File: src/rtl/qam_mod_multi.sv
// QAM modulator: maps QPSK/16-QAM/64-QAM symbols to Gray-coded I/Q levels
// and emits SPS passband samples per symbol, I*cos[n] - Q*sin[n].
// Symbols arrive on a valid/ready input. Samples leave on a valid/ready output.
module qam_mod_multi #(
  parameter int SPS    = 4,
  parameter int TRIG_W = 8
) (
  input  logic                         axi_clk,
  input  logic                         axi_rst,
  input  logic [1:0]                   mode,
  input  logic                         sym_valid,
  input  logic [5:0]                   sym_data,
  output logic                         sym_ready,
  output logic                         out_valid,
  input  logic                         out_ready,
  output logic signed [TRIG_W+4:0]     out_data,
  output logic                         sym_last,
  output logic                         mode_err
);

  localparam int  OUT_W = TRIG_W + 5;
  localparam int  CW    = $clog2(SPS);
  localparam int  AMP   = 2**(TRIG_W-1) - 1;
  localparam real PI    = 3.14159265358979323846;

  typedef enum logic { IDLE = 1'b0, RUN = 1'b1 } state_t;

  // Carrier tables, constant after elaboration
  logic signed [TRIG_W-1:0] cos_lut [SPS];
  logic signed [TRIG_W-1:0] sin_lut [SPS];

  for (genvar g = 0; g < SPS; g++) begin : g_lut
    localparam int C = int'(AMP * $cos(2.0 * PI * g / SPS));
    localparam int S = int'(AMP * $sin(2.0 * PI * g / SPS));
    assign cos_lut[g] = TRIG_W'(C);
    assign sin_lut[g] = TRIG_W'(S);
  end

  state_t                    state_q, state_d;
  logic                      axi_rst_q;
  logic [CW-1:0]             cnt_q, cnt_d;
  logic signed [3:0]         i_q, i_d, q_q, q_d;
  logic signed [OUT_W-1:0]   data_q, data_d;
  logic                      merr_q, merr_d;

  logic                      accept, xfer, at_last;
  logic [2:0]                i_g, q_g;
  logic signed [3:0]         i_map, q_map, i_sel, q_sel;
  logic [CW-1:0]             n_sel;

  // Gray-coded bits of one axis to a signed amplitude level.
  // Mode 3 is reserved and falls through to the 16-QAM table.
  function automatic logic signed [3:0] lvl(input logic [1:0] m, input logic [2:0] g);
    logic signed [3:0] r;
    r = 4'sd0;
    case (m)
      2'd0: r = g[0] ? 4'sd1 : -4'sd1;
      2'd2: begin
        case (g)
          3'b000:  r = -4'sd7;
          3'b001:  r = -4'sd5;
          3'b011:  r = -4'sd3;
          3'b010:  r = -4'sd1;
          3'b110:  r =  4'sd1;
          3'b111:  r =  4'sd3;
          3'b101:  r =  4'sd5;
          default: r =  4'sd7;
        endcase
      end
      default: begin
        case (g[1:0])
          2'b00:   r = -4'sd3;
          2'b01:   r = -4'sd1;
          2'b11:   r =  4'sd1;
          default: r =  4'sd3;
        endcase
      end
    endcase
    return r;
  endfunction

  assign out_valid = (state_q == RUN);
  assign at_last   = (cnt_q == CW'(SPS-1));
  // Ready only once reset has been low for a full cycle, and only when the
  // current symbol is finished or completing on this edge.
  assign sym_ready = !axi_rst_q && (!out_valid || (out_ready && at_last));
  assign accept    = sym_valid && sym_ready;
  assign xfer      = out_valid && out_ready;
  assign sym_last  = out_valid && at_last;
  assign out_data  = data_q;
  assign mode_err  = merr_q;

  // Split the symbol into per-axis Gray fields according to constellation
  always_comb begin
    i_g = 3'd0;
    q_g = 3'd0;
    case (mode)
      2'd0: begin i_g = {2'b00, sym_data[1]};  q_g = {2'b00, sym_data[0]};  end
      2'd2: begin i_g = sym_data[5:3];         q_g = sym_data[2:0];         end
      default: begin i_g = {1'b0, sym_data[3:2]}; q_g = {1'b0, sym_data[1:0]}; end
    endcase
    i_map = lvl(mode, i_g);
    q_map = lvl(mode, q_g);
  end

  // Next state, counter, levels and the sample to register
  always_comb begin
    state_d = state_q;
    cnt_d   = cnt_q;
    i_d     = i_q;
    q_d     = q_q;
    merr_d  = merr_q;
    i_sel   = i_q;
    q_sel   = q_q;
    n_sel   = cnt_q;
    data_d  = data_q;
    if (accept) begin
      // New symbol: sample 0 straight from the freshly mapped levels
      state_d = RUN;
      cnt_d   = '0;
      i_d     = i_map;
      q_d     = q_map;
      i_sel   = i_map;
      q_sel   = q_map;
      n_sel   = '0;
      if (mode == 2'd3) merr_d = 1'b1;
    end else if (xfer) begin
      if (at_last) begin
        // Underrun: no follow-on symbol, go idle
        state_d = IDLE;
        cnt_d   = '0;
      end else begin
        cnt_d   = cnt_q + CW'(1);
        n_sel   = cnt_q + CW'(1);
      end
    end
    if (accept || (xfer && !at_last))
      data_d = OUT_W'(i_sel) * OUT_W'(cos_lut[n_sel])
             - OUT_W'(q_sel) * OUT_W'(sin_lut[n_sel]);
  end

  // State and datapath registers, synchronous reset
  always_ff @(posedge axi_clk) begin
    axi_rst_q <= axi_rst;
    if (axi_rst) begin
      state_q <= IDLE;
      cnt_q   <= '0;
      i_q     <= '0;
      q_q     <= '0;
      data_q  <= '0;
      merr_q  <= 1'b0;
    end else begin
      state_q <= state_d;
      cnt_q   <= cnt_d;
      i_q     <= i_d;
      q_q     <= q_d;
      data_q  <= data_d;
      merr_q  <= merr_d;
    end
  end

endmodule

File: config.mk
export PLATFORM = sky130hd
export DESIGN_NAME = qam_mod_multi
export DESIGN_NICKNAME = d
export VERILOG_FILES = /design/src/rtl/qam_mod_multi.sv
export SDC_FILE = /design/constraint.sdc
export NUM_CORES = 1
export LEC_CHECK = 0
export CAP_MARGIN = 20
export CORE_ASPECT_RATIO = 1.5
export CORE_MARGIN = 10
export CORE_UTILIZATION = 35
export DETAILED_ROUTE_END_ITERATION = 7
export GPL_TIMING_DRIVEN = 1
export MAX_ROUTING_LAYER = met4
export PLACE_DENSITY = 0.51
export RECOVER_POWER = 25
export SYNTH_ARGS = -nofsm -noshare
export SYNTH_HDL_FRONTEND = slang
export SYNTH_SLANG_ARGS = --single-unit
File: constraint.sdc
create_clock -name axi_clk -period 17.23 [get_ports axi_clk]
set_clock_uncertainty 0.1 [all_clocks]
set_input_delay 3.446 -clock axi_clk [delete_from_list [all_inputs] [get_ports axi_clk]]
set_output_delay 3.446 -clock axi_clk [all_outputs]
set_load 0.02 [all_outputs]
==> flow_summary_export.csv <==
group,metric,value,unit
floorplanning,die_w,102.1,um
synth,synth_top_area_frac,0.2378,
route,wl_met2,4559,um
route,vias,2889,
final_layout,mostFrequentLayoutCells,"inv_1, ha_1, fa_1",
clock_tree,cts_buffer_depth,2,
outcome,status,"finished clean",
global_routing,grt_start_max_net_pins,30,
sta,worst_pin_slew,1.347,ns
power,finalPower,0.6574,mW
min_path,hp-class,"register to register",
place,post_dp_cell_area,0.003923,mm^2
route,dr.pass1.iters,4,
route,met3WireLength,157,um
sta,hold_violations,0,
power,p_leak,1.904,nW
route,met1Wirelength,3420,um
job,maxCapViolCount,0,
synth,syn_area,0.003536,mm^2
final_layout,final_area,0.004024,mm^2
min_path,hold_end,"out_data[5]",
place,gp_congestion,0.8613,
final_layout,antenna_cells,0,
clock_tree,cts_tree,"done",
route,wire_per_inst,15.14,um
floorplanning,die-area,0.01461,mm^2
sta,period_share,0.5658,
clock_tree,cts_resized,0,
route,routed_via_density,5.234,
global_routing,grt_overflow_total,0,
floorplanning,start_util,0.3608,
synth,yosys.area.top_type,"fa_1",
clock_tree,clkSinkCount,26,
place,portBuffers,28,
place,place_ws,7.201,ns
synth,syn_inst,416,
route,ant_nets,0,
setup_path,startpoint_type,"primary input",
synth,syn_nets,518,
route,drt_iter0_drc,84,
route,drt_wl_total,8355,um
sta,setup-violations-final,0,
floorplanning,core,0.009799,mm^2
power,max-vdd-ir-drop,0.1704,mV
synth,synthDistinctLibCells,58,
clock_tree,numCtsBuffers,3,
floorplanning,fp-row-count,44,
final_layout,final_common_cell,"inv_1",
sta,max_freq,0.1026,GHz
global_routing,antenna_found_initial,0,
sta,grt_setup_unrepaired,"false",
sta,max_slew_margin,0.1017,
sta,whs,0.3557,ns
place,place_hpwl,7116,um
setup_path,crit_required,17.31,ns
floorplanning,ios,29,
synth,synth_area_leaders,"fa_1, ha_1, dfxtp_1, inv_1, nor2_1",
synth,ys_ff_latch,26,
sta,finalSetupTns,0,ns
setup_path,r2r_end,"out_data[11]",
clock_tree,clk_root_buffer_cell,"clkbuf_16",
clock_tree,htree_levels,1,
synth,async_flop_share,0,
setup_path,rr_worst_depth,20,
synth,syn_avg_cell_area,8.500,um^2
clock_tree,cts_setup_buffers,0,
clock_tree,ctsHoldBuffers,0,
setup_path,arrival,9.83,ns
final_layout,fin_nets,540,
floorplanning,die_y,143.1,um
route,remaining_drc_errors,0,
final_layout,drive_gt1_frac,0.03661,
synth,synth_edf_count,0,
global_routing,grt_pass1_vias,3002,
setup_path,r2r_start,"cnt_q[0]",
power,power_density,163.4,mW/mm^2
global_routing,grt_pass1_wl,14380,um
setup_path,r2r_slack,11.04,ns
final_layout,syn2layout_area_growth,13.80,%
min_path,worstHoldPathCells,2,
synth,ys.flop_type,"dfxtp_1",
setup_path,worst-setup-path-type,"primary input to register",
clock_tree,clkTransAtPathRegs,0.07,ns
clock_tree,worstSkewPairLatency,0.27,ns
synth,synth_warnings,0,
synth,seq_area_frac_synth,0.1472,
sta,maxSlewViolCount,0,
route,top_layer_used,"met4",
sta,finalCriticalPeriod,9.749,ns
setup_path,cp_max_fo,18,
setup_path,cp-end-kind,"register",
global_routing,grt_use_total,0.1232,
sta,fin_ws,7.481,ns
min_path,hold_start,"out_data[5]",
[layer usage]
metal	track usage	vias up
met5	-	-
met4	0.03949	0
met3	0.01353	14
met2	0.2224	38
met1	0.1367	1405
li1	-	1432
[cell families after synthesis]
| family | count (synthesis) | synth area share |
|---|---|---|
| and+or+nand+nor | 128 | 0.1727 |
| adders and majority gates | 90 | 0.4076 |
| buffers and inverters | 82 | 0.08917 |
| AOI/OAI and AO/OA | 79 | 0.1554 |
| DFF | 26 | 0.1472 |
| xor gates and xnor gates | 9 | 0.02229 |
| muxes | 2 | 0.005662 |
[critical path, cell delays in order]
cell	delay [ns]
clkdlybuf4s50_1	0.69
nand3b_1	0.33
nand2_1	0.15
inv_1	0.07
ha_1	0.21
nor3_1	0.19
o221ai_1	0.17
nand3_1	0.12
a32oi_1	0.13
nor2_1	0.34
fa_1	0.52
fa_1	0.51
inv_1	0.08
fa_1	0.51
inv_1	0.06
fa_1	0.47
ha_1	0.31
ha_1	0.36
o21ai_1	0.10
a22oi_2	0.30
a31oi_1	0.17
or3_2	0.43
a31oi_1	0.16
[report_power, final]
group / leakage [nW] / internal, mW / switching [mW]
sequential: 0.214 / 0.0702 / 0.00477
combinational: 1.64 / 0.216 / 0.295
clock: 0.0511 / 0.0464 / 0.0253
[flip-flops by register name, summed over array words and instances, names as in the netlist]
| signal | count |
|---|---|
| cnt_q | 2 |
| i_q | 4 |
| mode_err | 1 |
| out_valid | 1 |
| out_data | 13 |
| q_q | 4 |
| axi_rst_q | 1 |
[cells in the mapped netlist, types with 7 or more instances]
library cell  count
a21o_1            8
a21oi_1          15
a31oi_1           8
clkbuf_1          9
dfxtp_1          26
fa_1             42
ha_1             48
inv_1            68
nand2_1          36
nand3_1          13
nor2_1           37
nor3_1            9
o21ai_0          12
xnor2_1           7
[through the flow]
step,util,std cells
3_3_place_gp,0.4003,548
6_report,0.4106,552
4_1_cts,0.4110,552
3_5_place_dp,0.4003,548
5_1_grt,0.4106,552
2_1_floorplan,-,416
[worst max-delay path by stage]
| stage | from | to | slack, ns | cells after the start |
|---|---|---|---|---|
| floorplan | mode[0] | out_data[9] | 8.20 | 24 |
| global placement | mode[0] | out_data[8] | 7.32 | 23 |
| detailed placement | mode[0] | out_data[8] | 7.20 | 23 |
| CTS | mode[1] | out_data[8] | 7.47 | 23 |
| global route | mode[0] | out_data[8] | 6.94 | 23 |
| finish | mode[0] | out_data[8] | 7.48 | 23 |
[layout make-up]
class,instances,area [um^2]
clock buffer,3,75.07
fill,1041,5776
multi-input combinational,308,2700
tap,115,143.9
timing repair buffer,31,299.0
sequential,26,520.5
clock inverter,1,30.03
inverter,68,255.2
No activity file was read; power rests on OpenSTA's default activity.
